## config.mk

```make
export PLATFORM = sky130hd
export DESIGN_NAME = dmem_arbiter
export DESIGN_NICKNAME = d
export VERILOG_FILES = /design/src/rtl/dmem_arb_pkg.sv /design/src/rtl/dmem_lane_fmt.sv /design/src/rtl/dmem_arbiter.sv
export SDC_FILE = /design/constraint.sdc
export NUM_CORES = 1
export LEC_CHECK = 0
export ABC_AREA = 1
export BUFFER_PORTS_ARGS = -buffer_cell sky130_fd_sc_hd__buf_2
export CORE_MARGIN = 2
export CORE_UTILIZATION = 44
export DETAILED_ROUTE_END_ITERATION = 10
export GPL_ROUTABILITY_DRIVEN = 1
export PLACE_DENSITY = 0.89
export SETUP_SLACK_MARGIN = 0.5
export SLEW_MARGIN = 0
export SYNTH_ARGS = -nofsm -noshare
export SYNTH_HDL_FRONTEND = slang
export SYNTH_SLANG_ARGS = --single-unit
```

## constraint.sdc

```tcl
create_clock -name clk -period 3.6 [get_ports clk]
set_input_delay 0.72 -clock clk [delete_from_list [all_inputs] [get_ports clk]]
set_output_delay 0.72 -clock clk [all_outputs]
set_load 0.02 [all_outputs]
```

## src/rtl/dmem_arb_pkg.sv

```systemverilog
// Shared types for the data-memory arbiter: access size encoding, FSM states, lane masks.
package dmem_arb_pkg;

    typedef enum logic [1:0] {
        SZ_BYTE = 2'b00,
        SZ_HALF = 2'b01,
        SZ_WORD = 2'b10,
        SZ_ILL  = 2'b11
    } size_e;

    typedef enum logic {
        ST_IDLE = 1'b0,
        ST_BUSY = 1'b1
    } state_e;

    localparam logic [3:0] LANE_NONE = 4'b0000;
    localparam logic [3:0] LANE_B0   = 4'b0001;
    localparam logic [3:0] LANE_HLO  = 4'b0011;
    localparam logic [3:0] LANE_HHI  = 4'b1100;
    localparam logic [3:0] LANE_ALL  = 4'b1111;

    function automatic logic [1:0] port_onehot(input logic p);
        return p ? 2'b10 : 2'b01;
    endfunction

endpackage

```

## src/rtl/dmem_lane_fmt.sv

```systemverilog
// Combinational lane formatter: store strobes/replication and load extraction/extension.
module dmem_lane_fmt
    import dmem_arb_pkg::*;
(
    input  size_e       size,
    input  logic        uns,
    input  logic [1:0]  ofs,
    input  logic [31:0] wdata,
    input  logic [31:0] rd,
    output logic [3:0]  wmask,
    output logic [31:0] wd,
    output logic [31:0] rdata
);

    logic [31:0] shifted;
    logic [7:0]  b;
    logic [15:0] h;

    always_comb begin
        shifted = rd >> {ofs, 3'b000};
        b       = shifted[7:0];
        h       = ofs[1] ? rd[31:16] : rd[15:0];
        wmask   = LANE_NONE;
        wd      = 32'h0;
        rdata   = 32'h0;
        case (size)
            SZ_BYTE: begin
                wmask = LANE_B0 << ofs;
                wd    = {4{wdata[7:0]}};
                rdata = uns ? {24'h0, b} : {{24{b[7]}}, b};
            end
            SZ_HALF: begin
                wmask = ofs[1] ? LANE_HHI : LANE_HLO;
                wd    = {2{wdata[15:0]}};
                rdata = uns ? {16'h0, h} : {{16{h[15]}}, h};
            end
            SZ_WORD: begin
                wmask = LANE_ALL;
                wd    = wdata;
                rdata = rd;
            end
            default: ;
        endcase
    end

endmodule

```

## src/rtl/dmem_arbiter.sv

```systemverilog
// Two-port data-memory arbiter: grant at T, memory access at T+1, registered completion at T+2.
// Define DMEM_ARB_RR_EN for round-robin tie-break; otherwise port 0 has fixed priority.
module dmem_arbiter
    import dmem_arb_pkg::*;
#(
    parameter int DEPTH_WORDS = 256
) (
    input  logic             clk,
    input  logic             rst,
    input  logic [1:0]       req,
    input  logic [1:0]       we,
    input  logic [1:0][1:0]  size,
    input  logic [1:0]       uns,
    input  logic [1:0][31:0] addr,
    input  logic [1:0][31:0] wdata,
    output logic [1:0]       gnt,
    output logic [1:0]       rvalid,
    output logic [31:0]      rdata,
    output logic             err,
    output logic [3:0]       mem_wmask,
    output logic [31:0]      mem_addr,
    output logic [31:0]      mem_wd,
    input  logic [31:0]      mem_rd
);

    localparam logic [32:0] ADDR_LIMIT = 33'(DEPTH_WORDS) << 2;

    state_e      state, state_nxt;
    logic        win;
    logic        busy;
    logic        fault;
    logic        c_port, c_we, c_uns;
    size_e       c_size;
    logic [31:0] c_addr, c_wdata;
    logic [3:0]  fmt_wmask;
    logic [31:0] fmt_wd, fmt_rdata;

`ifdef DMEM_ARB_RR_EN
    logic ptr;

    // ptr names the port that wins the next tie: the one not granted last
    always_ff @(posedge clk or posedge rst) begin
        if (rst)
            ptr <= 1'b0;
        else if (gnt != 2'b00)
            ptr <= ~win;
    end

    assign win = (req == 2'b11) ? ptr : req[1];
`else
    assign win = (req == 2'b10);
`endif

    always_ff @(posedge clk or posedge rst) begin
        if (rst)
            state <= ST_IDLE;
        else
            state <= state_nxt;
    end

    always_comb begin
        state_nxt = state;
        case (state)
            ST_IDLE: if (req != 2'b00) state_nxt = ST_BUSY;
            ST_BUSY: state_nxt = ST_IDLE;
            default: state_nxt = ST_IDLE;
        endcase
    end

    assign busy = (state == ST_BUSY);

    always_comb begin
        gnt       = 2'b00;
        mem_addr  = 32'h0;
        mem_wd    = 32'h0;
        mem_wmask = LANE_NONE;
        if (state == ST_IDLE && req != 2'b00)
            gnt = port_onehot(win);
        if (busy) begin
            mem_addr = {c_addr[31:2], 2'b00};
            mem_wd   = fmt_wd;
            if (c_we && !fault)
                mem_wmask = fmt_wmask;
        end
    end

    always_ff @(posedge clk or posedge rst) begin
        if (rst) begin
            c_port  <= 1'b0;
            c_we    <= 1'b0;
            c_uns   <= 1'b0;
            c_size  <= SZ_BYTE;
            c_addr  <= 32'h0;
            c_wdata <= 32'h0;
        end else if (state == ST_IDLE && req != 2'b00) begin
            c_port  <= win;
            c_we    <= we[win];
            c_uns   <= uns[win];
            c_size  <= size_e'(size[win]);
            c_addr  <= addr[win];
            c_wdata <= wdata[win];
        end
    end

    always_comb begin
        fault = 1'b0;
        case (c_size)
            SZ_HALF: fault = c_addr[0];
            SZ_WORD: fault = (c_addr[1:0] != 2'b00);
            SZ_ILL:  fault = 1'b1;
            default: ;
        endcase
        if ({1'b0, c_addr} >= ADDR_LIMIT)
            fault = 1'b1;
    end

    dmem_lane_fmt u_fmt (
        .size  (c_size),
        .uns   (c_uns),
        .ofs   (c_addr[1:0]),
        .wdata (c_wdata),
        .rd    (mem_rd),
        .wmask (fmt_wmask),
        .wd    (fmt_wd),
        .rdata (fmt_rdata)
    );

    // Completion outputs are zero whenever no access finished in the previous cycle
    always_ff @(posedge clk or posedge rst) begin
        if (rst) begin
            rvalid <= 2'b00;
            rdata  <= 32'h0;
            err    <= 1'b0;
        end else if (busy) begin
            rvalid <= port_onehot(c_port);
            rdata  <= (fault || c_we) ? 32'h0 : fmt_rdata;
            err    <= fault;
        end else begin
            rvalid <= 2'b00;
            rdata  <= 32'h0;
            err    <= 1'b0;
        end
    end

endmodule
```

* After elaboration in Yosys (flattened, before gate mapping)
Cells that the tools add are included.
** Word-level totals
- Register bits :: 105
- Input port bits :: 172
- Output and inout port bits :: 105
- Logic and storage cells :: 58
** Cells by class
- Order comparisons :: 2
- Eq/ne operators :: 4
- Shifts and indexed selects :: 2
- Multiplexer cells :: 32
- Bitwise gates (word level) :: 1
- Reductions and logical operators :: 7
** Operator list (number)
- $mux W32 :: 10
- $pmux W32 S3 :: 2
- $ge A32 B11 Y1 const B :: 1
- $shr A32 B5 Y8 :: 1
- $mux W16 :: 1
- $mux W2 :: 6
- $mux W4 :: 3
- $pmux W4 S3 :: 1
- $mux W1 :: 7
- $eq A2 B2 Y1 const B :: 3
- $reduce_bool A2 Y1 :: 2
- $shl A1 B2 Y4 const A :: 1
- $pmux W1 S3 :: 1
- $eq A2 B1 Y1 const B :: 1
- $logic_and A1 B1 Y1 :: 2
- $logic_not A2 Y1 :: 1
- $lt A1 B2 Y1 const B :: 1
- $pmux W1 S2 :: 1
- $logic_not A1 Y1 :: 1
- $logic_or A1 B1 Y1 :: 1
- $not A1 Y1 :: 1

* Depth between registers and ports, before layout
- Depth after elaboration :: 7
- Gate-level depth with buffers :: 11
- Mapped depth without buffers :: 9

* Hierarchy
A second synthesis with hierarchy kept.
** Unflattened totals
- Cell total of the unflattened synthesis :: 1012
- Area, all modules :: 6675.2 um^2
** By module, submodules not included
- dmem_arbiter :: times used 1, cells an instance 678, area each 5201.2 um^2, seq. area each 2627.5 um^2
- dmem_lane_fmt :: times used 1, cells an instance 334, area each 1473.9 um^2, seq. area each 0.0 um^2

* Worst setup path before layout
Ideal clock, no wire load.
- Path type :: in2out
- From :: input req[1]
- To :: output gnt[1]
- Arrival time :: 1.470 ns
- Required time :: 2.880 ns
- Path slack :: 1.410 ns
- Stages on the path :: 4
- Buffers on the path :: 2
- Cell sequence :: buf_2 -> nand2_1 -> clkbuf_1 -> nor2_1
** Between the ends
- Longest elaborated chain between the ends :: 3
- Elaborated cells on any way between the ends :: 5
- Classes of those cells :: eq/ne (1); mux (2); reduce/logical (2)
** RTL lines
- start, declared :: RTL line dmem_arbiter.sv:10 : input logic [1:0] req,
- $eq A2 B2 Y1 or $reduce_bool A2 Y1 (tied branches) :: RTL line dmem_arbiter.sv:51, dmem_arbiter.sv:77
- $mux W2 or $logic_and A1 B1 Y1 (tied branches) :: RTL line dmem_arb_pkg.sv:23, dmem_arbiter.sv:77
- $mux W2 * :: RTL line dmem_arbiter.sv:77 : if (state == ST_IDLE && req != 2'b00)
- end, declared :: RTL line dmem_arbiter.sv:16 : output logic [1:0] gnt,
Mark *: on every way between the ends. The rest lies on a longest branch, timed or not.

* Worst setup path after layout
- From :: register c_size[0]
- To :: output mem_wd[18]
** Between the ends
- Longest elaborated chain between the ends :: 3
- Elaborated cells on any way between the ends :: 5
- Classes of those cells :: eq/ne (2); mux (2); reduce/logical (1)
** RTL lines
- start, declared :: RTL line dmem_arbiter.sv:33 : size_e c_size;
- start signal, assigned :: RTL line dmem_arbiter.sv:99 : c_size <= size_e'(size[win]);
- $eq A2 B2 Y1, or another cell as far along :: RTL line dmem_lane_fmt.sv:26 : case (size)
- $pmux W32 S3 * :: RTL line dmem_lane_fmt.sv:26
- $mux W32 * :: RTL line dmem_arbiter.sv:79 : if (busy) begin
- end, declared :: RTL line dmem_arbiter.sv:22 : output logic [31:0] mem_wd,
Marked as above.

==> results.json <==
{
  "route.vias.total": 7159,
  "place.detailed.hpwl_um": 15590,
  "synth_common_cells": "nand2_1 (260), nor2_1 (128), inv_1 (119)",
  "path_class": "reg -> out",
  "timing.clock.skew_ps": 12.25,
  "rows": 44,
  "clockRootBuffer": "clkbuf_16",
  "synthTopCellsByArea": "dfrtp_1 (41%), nand2_1 (15%), a21oi_1 (8.4%)",
  "slew_viol_final": 0,
  "path_cells": "inv_1 > nand2_2 > inv_2 > nand2_1 > a21oi_1 > buf_2",
  "crit_slowest_cell": "inv_2",
  "maxCapViolCount": 0,
  "synthCells": 951,
  "io_buffer_count": 274,
  "fin_crit_ps": 2939,
  "placed_cell_area_mm2": 0.007785,
  "fin_crit_sh_pct": 81.63,
  "synth_area_mm2": 0.006437,
  "end_kind": "output port",
  "async_reset_ff_share_pct": 100.0,
  "path_buf_inv": 3,
  "die_y_um": 125.0,
  "cts_buffer_depth": 2,
  "final_antenna_net_count": 0,
  "synth_top_area_share_pct": 40.82,
  "hold_viol_final": 0,
  "cts_sinks": 105,
  "drtIter0Drc": 559,
  "p_per_area_mw_per_mm2": 479.5,
  "wl_per_cell_um": 15.37,
  "insertion_delay_ps": 360,
  "cts_tree": "yes",
  "grt_pass1_vias": 6685,
  "initial_utilization_pct": 44.63,
  "design_area_mm2": 0.008124,
  "overflow": 0,
  "tightestPinTransition_ps": 911.0,
  "antenna_found_initial": 5,
  "first_pass_iters": 7,
  "synthToLayoutAreaGrowth_pct": 26.20,
  "critPathMaxStageDelay_ps": 500,
  "drive_gt1_share_pct": 27.13,
  "required_ps": 2880,
  "clkTransAtPathRegs_ps": 80,
  "nets": 1354,
  "cts_setup_buffers": 0,
  "track_usage_pct": 26.76,
  "yosysUniqueCellTypes": 26,
  "yosys_most_used_dff": "dfrtp_1",
  "reg2reg_slack_ps": 1080,
  "yosysMostFrequentCell": "nand2_1",
  "cts_buffers": 9,
  "wirelength_um": 21150,
  "crit_fanout": 32,
  "vias_per_cell": 5.203,
  "leakagePower_nw": 4.737,
  "synth_seq_cells": 105,
  "whs_ps": 395.4,
  "fmax_mhz": 340.3,
  "hold_path.class": "in -> async",
  "critPathArrivalTime_ps": 2220,
  "grt_pass1_wl_um": 33310,
  "synth_seq_area_share_pct": 40.82,
  "slew_headroom_pct": 39.04,
  "startpoint_type": "register",
  "die-area_mm2": 0.01561,
  "synth_area_per_cell_um2": 6.769,
  "status": "complete, no violations",
  "critPathTopFamily": "buffers and inverters",
  "grt_max_degree": 70,
  "rsz0062_at_grt": "no",
  "finalSetupTns_ps": 0,
  "core-area_mm2": 0.01442,
  "cts.htree.levels": 3,
  "drc": 0,
  "die_x_um": 125.0,
  "synth_edf_count": 0,
  "yosys_warnings": 0,
  "ios": 277,
  "place_congestion": 0.9378,
  "peakVddDrop_uv": 420.3,
  "setup_viol": 0,
  "synth.largest_area_cell": "dfrtp_1"
}
==> kinds of logic after synthesis <==
family / Yosys count / share of synthesized area [%]
AOI/OAI and AO/OA: 246 / 21.32
buffers and inverters: 193 / 13.14
DFF: 105 / 40.82
other: 1 / 0.05825
and+or+nand+nor: 406 / 24.66
==> through the flow <==
step	power (mW)	utilization, %	setup WS [ps]	instances
6_report	3.895	56.32	661.2	1376
3_3_place_gp	2.790	53.97	957.6	1355
5_1_grt	4.142	56.32	522.2	1376
3_5_place_dp	2.817	53.97	943.9	1355
4_1_cts	3.909	56.23	551.4	1371
2_1_floorplan	2.404	-	1410	952
==> cells in the final DEF, fill, tap and decap left out, drive strengths merged <==
cell      count
clkinv        1
a21oi       108
o21ai        90
clkinvlp      1
o31ai        39
conb          2
dfrtp       105
nand2       262
clkbuf       10
a22oi         1
bufinv        2
nor2        133
inv         127
o221ai        8
nand4         2
buf         287
diode         5
nand3         5
nor3          4
==> repair_timing <==
item,in CTS,in global routing
hold buffers,0,0
endpoints found under the setup margin,0,2
hold endpoints to repair,0,0
resized for setup,0,1
==> routing by layer <==
layer	wire (um)	vias up	global-route usage, %
met5	0	-	0
met4	591	0	10.59
met3	1609	40	5.777
met2	10820	346	47.44
met1	8124	3312	31.74
li1	-	3461	-
==> path summary, 6_finish.rpt <==
kind	from	to	cells after the start
worst max-delay path	c_size[0]	mem_wd[18]	6
worst min-delay path	rst	rdata[0]	2
worst max register to register	busy	c_wdata[1]	4
worst min register to register	c_port	rvalid[0]	1
max in group asynchronous	rst	c_addr[0]	3
min in group clk	c_port	rvalid[0]	1
==> final cells by class <==
| cell class | count | area (um^2) |
|---|---|---|
| Clock inverter | 6 | 96.34 |
| Inverter | 125 | 475.5 |
| Antenna cell | 5 | 12.51 |
| Sequential cell | 105 | 2629 |
| Multi-Input combinational cell | 654 | 2970 |
| Tap cell | 184 | 230.2 |
| Timing Repair Buffer | 287 | 1481 |
| Fill cell | 1378 | 6300 |
| Clock buffer | 10 | 229.0 |
==> where the power goes <==
part | internal (mW) | switching (mW)
clock | 0.621 | 0.466
combinational | 0.450 | 0.889
sequential | 1.34 | 0.132
==> flip-flops by register name, indices dropped and copies added (netlist names) <==
register and count:
c_we 1, busy 1, c_uns 1, c_size 2, rdata 32, c_wdata 32
rvalid 2, err 1, c_port 1, c_addr 32
No activity file was read; power rests on OpenSTA's default activity.
